<file path="src/rtl/uart_cmd_master.sv">
// rtl/uart_cmd_master.sv - UART command-frame initiator with response collection
// Optional response timeout enabled by defining RSP_TIMEOUT_EN.
module uart_cmd_master #(
    parameter int DATA_WIDTH = 8,
    parameter int ADDR_WIDTH = 4,
    parameter int FUN_WIDTH  = 4,
    parameter int TMO_WIDTH  = 16
) (
    input  logic                    clk,
    input  logic                    rst,
    input  logic                    cmd_valid,
    output logic                    cmd_ready,
    input  logic [1:0]              cmd_type,
    input  logic [ADDR_WIDTH-1:0]   cmd_addr,
    input  logic [DATA_WIDTH-1:0]   cmd_wdata,
    input  logic [DATA_WIDTH-1:0]   cmd_opb,
    input  logic [FUN_WIDTH-1:0]    cmd_fun,
    output logic [DATA_WIDTH-1:0]   tx_byte,
    output logic                    tx_valid,
    input  logic                    tx_ready,
    input  logic [DATA_WIDTH-1:0]   rx_byte,
    input  logic                    rx_valid,
    output logic                    rsp_valid,
    output logic [2*DATA_WIDTH-1:0] rsp_data,
    output logic                    rsp_err,
    input  logic [TMO_WIDTH-1:0]    tmo_limit
);

    typedef enum logic [1:0] {IDLE, SEND, WAIT_RSP, DONE} state_t;

    localparam logic [1:0] T_RF_WR  = 2'd0;
    localparam logic [1:0] T_RF_RD  = 2'd1;
    localparam logic [1:0] T_ALU_OP = 2'd2;

    localparam logic [DATA_WIDTH-1:0] HDR_WR  = DATA_WIDTH'(8'hAA);
    localparam logic [DATA_WIDTH-1:0] HDR_RD  = DATA_WIDTH'(8'hBB);
    localparam logic [DATA_WIDTH-1:0] HDR_OP  = DATA_WIDTH'(8'hCC);
    localparam logic [DATA_WIDTH-1:0] HDR_NOP = DATA_WIDTH'(8'hDD);

    state_t                  state;
    logic [DATA_WIDTH-1:0]   payload [3];
    logic [1:0]              idx;
    logic [1:0]              left;
    logic                    is_wr;
    logic                    two_bytes;
    logic                    rx_cnt;
    logic [2*DATA_WIDTH-1:0] rsp_buf;
    logic [DATA_WIDTH-1:0]   addr_b;
    logic [DATA_WIDTH-1:0]   fun_b;

    assign addr_b = DATA_WIDTH'(cmd_addr);
    assign fun_b  = DATA_WIDTH'(cmd_fun);

`ifdef RSP_TIMEOUT_EN
    logic [TMO_WIDTH-1:0] tmo_cnt;
`else
    logic unused_tmo_limit;
    assign unused_tmo_limit = ^tmo_limit;
`endif

    always_ff @(posedge clk) begin
        if (rst) begin
            state     <= IDLE;
            cmd_ready <= 1'b1;
            tx_valid  <= 1'b0;
            tx_byte   <= '0;
            rsp_valid <= 1'b0;
            rsp_data  <= '0;
            rsp_err   <= 1'b0;
            idx       <= '0;
            left      <= '0;
            is_wr     <= 1'b0;
            two_bytes <= 1'b0;
            rx_cnt    <= 1'b0;
            rsp_buf   <= '0;
            for (int i = 0; i < 3; i++) payload[i] <= '0;
`ifdef RSP_TIMEOUT_EN
            tmo_cnt   <= '0;
`endif
        end else begin
            rsp_valid <= 1'b0;
            rsp_err   <= 1'b0;
            // Stray report is assigned first so a completion written below overrides it.
            if (rx_valid && state != WAIT_RSP) begin
                rsp_valid <= 1'b1;
                rsp_err   <= 1'b1;
                rsp_data  <= {{DATA_WIDTH{1'b0}}, rx_byte};
            end
            case (state)
                IDLE: begin
                    if (cmd_valid && cmd_ready) begin
                        cmd_ready <= 1'b0;
                        tx_valid  <= 1'b1;
                        state     <= SEND;
                        idx       <= '0;
                        is_wr     <= (cmd_type == T_RF_WR);
                        two_bytes <= cmd_type[1];
                        case (cmd_type)
                            T_RF_WR: begin
                                tx_byte    <= HDR_WR;
                                payload[0] <= addr_b;
                                payload[1] <= cmd_wdata;
                                left       <= 2'd2;
                            end
                            T_RF_RD: begin
                                tx_byte    <= HDR_RD;
                                payload[0] <= addr_b;
                                left       <= 2'd1;
                            end
                            T_ALU_OP: begin
                                tx_byte    <= HDR_OP;
                                payload[0] <= cmd_wdata;
                                payload[1] <= cmd_opb;
                                payload[2] <= fun_b;
                                left       <= 2'd3;
                            end
                            default: begin
                                tx_byte    <= HDR_NOP;
                                payload[0] <= fun_b;
                                left       <= 2'd1;
                            end
                        endcase
                    end
                end
                SEND: begin
                    if (tx_ready) begin
                        if (left == 2'd0) begin
                            tx_valid <= 1'b0;
                            if (is_wr) begin
                                state     <= DONE;
                                rsp_valid <= 1'b1;
                                rsp_err   <= 1'b0;
                                rsp_data  <= '0;
                            end else begin
                                state   <= WAIT_RSP;
                                rx_cnt  <= 1'b0;
                                rsp_buf <= '0;
`ifdef RSP_TIMEOUT_EN
                                tmo_cnt <= '0;
`endif
                            end
                        end else begin
                            tx_byte <= payload[idx];
                            idx     <= idx + 2'd1;
                            left    <= left - 2'd1;
                        end
                    end
                end
                WAIT_RSP: begin
                    if (rx_valid) begin
                        rx_cnt <= 1'b1;
`ifdef RSP_TIMEOUT_EN
                        tmo_cnt <= '0;
`endif
                        if (rx_cnt) rsp_buf[2*DATA_WIDTH-1:DATA_WIDTH] <= rx_byte;
                        else        rsp_buf[DATA_WIDTH-1:0]            <= rx_byte;
                        if (rx_cnt || !two_bytes) begin
                            state     <= DONE;
                            rsp_valid <= 1'b1;
                            rsp_err   <= 1'b0;
                            rsp_data  <= rx_cnt ? {rx_byte, rsp_buf[DATA_WIDTH-1:0]}
                                                : {{DATA_WIDTH{1'b0}}, rx_byte};
                        end
                    end
`ifdef RSP_TIMEOUT_EN
                    else if (tmo_limit != '0 && tmo_cnt + TMO_WIDTH'(1) == tmo_limit) begin
                        state     <= DONE;
                        rsp_valid <= 1'b1;
                        rsp_err   <= 1'b1;
                        rsp_data  <= rsp_buf;
                    end else begin
                        tmo_cnt <= tmo_cnt + TMO_WIDTH'(1);
                    end
`endif
                end
                DONE: begin
                    state     <= IDLE;
                    cmd_ready <= 1'b1;
                end
                default: state <= IDLE;
            endcase
        end
    end

endmodule

</file>
<file path="config.mk">
export PLATFORM = sky130hd
export DESIGN_NAME = uart_cmd_master
export DESIGN_NICKNAME = d
export VERILOG_FILES = /design/src/rtl/uart_cmd_master.sv
export SDC_FILE = /design/constraint.sdc
export NUM_CORES = 1
export LEC_CHECK = 0
export CORE_AREA = 3 3 102 75
export DETAILED_ROUTE_END_ITERATION = 6
export DIE_AREA = 0 0 105 78
export PLACE_DENSITY = 0.8
export SLEW_MARGIN = 10
export SYNTH_ARGS = -nofsm -noshare
export SYNTH_HDL_FRONTEND = slang
export SYNTH_SLANG_ARGS = --single-unit
</file>
<file path="constraint.sdc">
create_clock -name clk -period 2.6 [get_ports clk]
set_clock_uncertainty 0.15 [all_clocks]
set_input_delay 0.52 -clock clk [delete_from_list [all_inputs] [get_ports clk]]
set_output_delay 0.52 -clock clk [all_outputs]
set_load 0.02 [all_outputs]
</file>
# Word level (Yosys, flattened, before mapping)
# Memories as Yosys holds them, arrays and structs flattened. A register that Yosys moved wholly into a read port is not among the register bits.
# Cells that the tools add are included.
dict set report word_totals {
  ff_bits 45
  mem_bits_rw 24
  input_bits 55
  output_inout_bits 28
  wordCells 145
  memories 1
}
dict set report op_classes {
  n_addsub 2
  n_eq_ne 14
  muxes 90
  bitwise 7
  n_reduce_logical 18
}
# name words word_bits read_ports rd_ports_with_merged_regs write_ports line_no
set memory_table {}
lappend memory_table {payload 3 8 1 1 3 41} ;# logic [DATA_WIDTH-1:0] payload [3];
# cell n
set op_table {}
lappend op_table {{2-to-1 mux 8 bit} 15}
lappend op_table {{2-to-1 mux 16 bit} 7}
lappend op_table {{2-to-1 mux 1 bit} 42}
lappend op_table {{case mux 16 bit (2 select lines)} 1}
lappend op_table {{case mux 8 bit (2 select lines)} 2}
lappend op_table {{2-to-1 mux 2 bit} 13}
lappend op_table {{case mux 7 bit (3 select lines)} 1}
lappend op_table {{inequality test 2 bit, second input constant} 9}
lappend op_table {{case mux 2 bit (2 select lines)} 3}
lappend op_table {{case mux 1 bit (2 select lines)} 5}
lappend op_table {{AND reduction 5 bit} 2}
lappend op_table {{case mux 2 bit (4 select lines)} 1}
lappend op_table {{AND reduction 4 bit} 2}
lappend op_table {{OR 1 bit} 7}
lappend op_table {{equality test 2 bit, second input constant} 3}
lappend op_table {{zero test 2 bit} 3}
lappend op_table {{AND reduction 6 bit} 1}
lappend op_table {{nonzero test 2 bit} 3}
lappend op_table {{equality test 2 x 1 -> 1 bit, second input constant} 2}
lappend op_table {{AND reduction 2 bit} 2}
lappend op_table {{OR reduction 3 bit} 1}
lappend op_table {{adder 2 x 1 -> 2 bit, second input constant} 1}
lappend op_table {{logical AND 1 bit} 2}
lappend op_table {{subtractor 2 x 1 -> 2 bit, second input constant} 1}
lappend op_table {{2 further kinds} 2}

# Depth between registers and ports, before layout
dict set report depth {
  ltp_word 10
  mapped_depth 8
  ltp_nobuf 6
}

# Worst setup path after synthesis
# OpenSTA, ideal clock, no wires.
dict set report synth_path {
  kind {in2reg}
  start {in rst}
  end {mem payload[1][0], enable pin}
  setup_time_ns 0.375
  arrival_ns 1.434
  t_required_ns 2.075
  setup_slack_ns 0.642
  stages 4
  path_buffers 3
  cell_sequence {clkbuf_1 buf_2 buf_2 o21bai_1}
}
# item line_no
set synth_lines {}
lappend synth_lines {{start, declared} 10} ;# input logic rst,
lappend synth_lines {{end, declared} 41}

# Worst setup path in the final report
dict set report layout_path {
  start {reg state[0]}
  end {reg rsp_data[11]}
}
dict set report layout_between {
  elab_chain_cells 7
  word_cells_on_any_way 11
  classes_between {eq/ne (3); mux (7); reduce/logical (1)}
}
# item line_no
set layout_lines {}
lappend layout_lines {{start, declared} 40} ;# state_t state;
lappend layout_lines {{start signal, assigned} 63} ;# state <= IDLE;
lappend layout_lines {{start signal, assigned} 94} ;# state <= SEND;
lappend layout_lines {{start signal, assigned} 130} ;# state <= DONE;
lappend layout_lines {{inequality test 2 bit} 84} ;# if (rx_valid && state != WAIT_RSP) begin
lappend layout_lines {{logical AND 1 bit} 84}
lappend layout_lines {{2-to-1 mux 16 bit} 84}
lappend layout_lines {{2-to-1 mux 16 bit} 129} ;# if (is_wr) begin
lappend layout_lines {{2-to-1 mux 16 bit} 127} ;# if (left == 2'd0) begin
lappend layout_lines {{2-to-1 mux 16 bit} 126} ;# if (tx_ready) begin
lappend layout_lines {{case mux 16 bit (2 select lines) *} 89} ;# case (state)
lappend layout_lines {{end signal, assigned} 87} ;# rsp_data <= {{DATA_WIDTH{1'b0}}, rx_byte};
lappend layout_lines {{end signal, assigned} 161} ;# rsp_data <= rx_cnt ? {rx_byte, rsp_buf[DATA_WIDTH-1:0]}
lappend layout_lines {{end, declared} 24} ;# output logic [2*DATA_WIDTH-1:0] rsp_data,
# Mark *: on every way between the ends. The rest lies on a longest branch, timed or not.
# A chain may end at the register's enable or synchronous reset.

==> flow_metrics.tcl <==
set metrics [dict create \
    die_area_um2 8190 \
    clk_pin_slew_worst_paths_ns 0.08 \
    drive_gt1_frac 0.130 \
    cts_setup_buffers 0 \
    clkLatencyLatePin_ns 0.35 \
    drtIter0Drc 162 \
    worstMarginPinSlew_ns 0.854 \
    fin_nets 457 \
    ir_drop_uv 423 \
    synth_ff_type "dfxtp_1" \
    hold_end "payload[0][7]$_SDFFE_PP0P_" \
    avgSynthCellArea_um2 9.96 \
    n_antenna_cell 0 \
    critPathMaxFanout 14 \
    preCtsSetupSlack_ns 0.183 \
    yosys.area_share.simple 0.175 \
    grt-ovfl-total 0 \
    synth_area_um2 3240 \
    grt_pass1_wl_um 12500 \
    yosys-top-cells-area "dfxtp_1 32%, edfxtp_1 15%, mux2i_1 11%" \
    min_path_cells 2 \
    vias_per_cell 5.31 \
    cp.required_ns 2.74 \
    grt_max_degree 25 \
    muxShareOfSynthArea 0.126 \
    finalHoldViolCount 0 \
    drc 0 \
    tritoncts "built" \
    cp-end-kind "register" \
    min_path_type "register to register" \
    ys_warn_count 0 \
    synth_top_cell_area_share 0.315 \
    cts_resized 0 \
    area_growth_pct 31.4 \
    hold_path_startpoint "payload[0][7]$_SDFFE_PP0P_" \
    io_buffers 66 \
    die_h_um 78 \
    fmax_ghz 0.448 \
    tns_ns 0 \
    cts-buffers-inserted 9 \
    r2r_start "state[0]$_SDFFE_PP0P_" \
    ios 83 \
    min_period_ns 2.23 \
    critical_path.cell_chain "inv_1, ha_1, o21ai_2, a221oi_2, a22o_1" \
    track_usage 0.192 \
    synthDistinctLibCells 47 \
    timing.final.ws_setup_ns 0.367 \
    r2r_slack_ns 0.37 \
    wl_per_cell_um 15.3 \
    dp_hpwl_um 5600 \
    max_slew_margin 0.429 \
    critPathMaxStageDelay_ns 0.68 \
    fp-row-count 25 \
    crit_type "register to register" \
    synth_top_family_by_area "simple AND/OR/NAND/NOR gates" \
    clkSinkCount 67 \
    gp_congestion 0.809 \
    synth_fa_ha_area_frac 0.0232 \
    fill_cells 566 \
    ff2ff_path_depth 5 \
    synth_enable_flop_cells 16 \
    routed_wl_um 7580 \
    grt_pass1_vias 2568 \
    yosysSeqAreaShare 0.464 \
    syn-num-nets 386 \
    drv_cap 0 \
    synth-seq-cells 67 \
    drtPass1Iterations 4 \
    p_per_area_nw_per_um2 958 \
    leakage_nw 1.60 \
    timing.rr.end "rsp_data[11]$_SDFF_PP0_" \
    vias 2626 \
    start_kind "register" \
    slew_viol_final 0 \
    start_util 0.484 \
    cts_hold_buf 0 \
    stdcell_count 495 \
    fp.dieW_um 105 \
    yosysTopAreaCell "dfxtp_1" \
    dp_cells 479 \
    async_reset_ff_frac 0 \
    root_buffer "clkbuf_8" \
    setup_violations 0 \
    arrival_ns 2.37 \
    slowest_stage "a221oi_2" \
    coreArea_um2 6690 \
    htree_num_levels 3 \
    syn-instance-count 325 \
    clk_path_buf_depth 2 \
    status "finished, final reports clean" \
    finalCritPeriodShare 0.859 \
    grt_setup_unrepaired "no" \
    synthXorXnorAreaFrac 0 \
    synth_compound_area_frac 0.165 \
    ant_nets 0 \
    antenna_found_initial 0 \
]
-- metrics by stage --
step	util	hold slack, ns	power [mW]	area, um^2
final	0.636	0.308	4.08	4260
after global routing	0.636	0.327	4.31	4260
after CTS	0.636	0.313	4.09	4260
after detailed placement	0.603	0.296	3.14	4040
after global placement	0.603	0.287	3.09	4040
after floorplan	-	0.279	2.60	3240
-- critical path: cells and delay by family, from the launching register on --
| family | cells | cell delay (ns) |
|---|---|---|
| adder cells (fa/ha/maj) | 1 | 0.47 |
| flip-flops | 1 | 0.34 |
| AO/OA/AOI/OAI | 3 | 1.09 |
| buffers and inverters | 1 | 0.13 |
-- state kept, by name, indices dropped and copies added (netlist names), named ones only --
name and flops:
tx_valid 1, rsp_buf 8, cmd_ready 1, idx 2, rsp_data 16, rx_cnt 1
is_wr 1, state 2, two_bytes 1, left 2, rsp_err 1, rsp_valid 1
tx_byte 8, payload 20
-- cell usage in the layout, fill, tap and decap left out, types with 3 or more instances in the layout --
| cell | n |
|---|---|
| nor2_1 | 33 |
| clkbuf_8 | 10 |
| dfxtp_1 | 51 |
| inv_1 | 7 |
| clkdlybuf4s50_1 | 66 |
| a31oi_1 | 4 |
| a211oi_2 | 4 |
| nand3_1 | 8 |
| a22o_1 | 8 |
| a211oi_1 | 7 |
| and2_1 | 13 |
| mux2_2 | 6 |
| a21oi_1 | 24 |
| edfxtp_1 | 16 |
| nor2_2 | 4 |
| buf_4 | 14 |
| nand2_1 | 12 |
| nor2b_1 | 15 |
| mux2i_1 | 34 |
| ha_1 | 6 |
| a221oi_1 | 3 |
| o22ai_1 | 9 |
| nand2b_1 | 11 |
| o21ai_0 | 3 |
-- worst max-delay path by stage --
stage / startpoint / endpoint / slack [ns] / cells past startpoint
floorplan: rst / payload[1][0]$_SDFFCE_PN0P_ / 0.64 / 4
global placement: rst / rsp_data[8]$_SDFF_PP0_ / 0.24 / 4
detailed placement: rst / rsp_data[10]$_SDFF_PP0_ / 0.18 / 4
CTS: state[0]$_SDFFE_PP0P_ / rsp_data[11]$_SDFF_PP0_ / 0.36 / 5
global route: state[0]$_SDFFE_PP0P_ / rsp_data[11]$_SDFF_PP0_ / 0.14 / 5
finish: state[0]$_SDFFE_PP0P_ / rsp_data[11]$_SDFF_PP0_ / 0.37 / 5
-- power by group --
part	leakage, nW	switching, mW	internal (mW)
registers	0.584	0.124	1.28
clock network	0.111	0.415	0.528
logic	0.908	0.934	0.794
total	1.60	1.47	2.60
-- routing by layer --
metal  track usage  wire, um
met5             0         0
met4        0.0629        92
met3        0.0391       499
met2         0.307      3480
met1         0.261      3510
-- kinds of logic after synthesis --
kind of cell | after synthesis
AOI/OAI and AO/OA | 75
muxes | 40
buffers and inverters | 29
DFF | 67
and+or+nand+nor | 108
adders and majority gates | 6
-- synthesized netlist by cell type (3+ instances only) --
| library cell | number |
|---|---|
| nor2_1 | 33 |
| a211oi_1 | 7 |
| ha_1 | 6 |
| edfxtp_1 | 16 |
| nand2b_1 | 11 |
| nand3_1 | 8 |
| buf_2 | 10 |
| buf_6 | 3 |
| a22o_1 | 8 |
| mux2_2 | 6 |
| inv_1 | 7 |
| mux2i_1 | 34 |
| nand2_1 | 12 |
| o22ai_1 | 9 |
| and2_1 | 13 |
| a211oi_2 | 4 |
| nor2b_1 | 15 |
| a21oi_1 | 24 |
| dfxtp_1 | 51 |
| a31oi_1 | 4 |
| nor2_2 | 4 |
| clkbuf_1 | 4 |
| a221oi_1 | 3 |
| o21ai_0 | 3 |
-- area by class of cell --
cell class / instances / area, um^2 / area share
sequential: 67 / 1500 / 0.353
multi-input combinational: 229 / 1580 / 0.372
inverter: 7 / 26.3 / 0.00617
clock buffer: 11 / 163 / 0.0382
clock inverter: 5 / 57.6 / 0.0135
timing repair buffer: 82 / 806 / 0.189
tap: 94 / 118 / 0.0276
No activity file was read; power rests on OpenSTA's default activity.
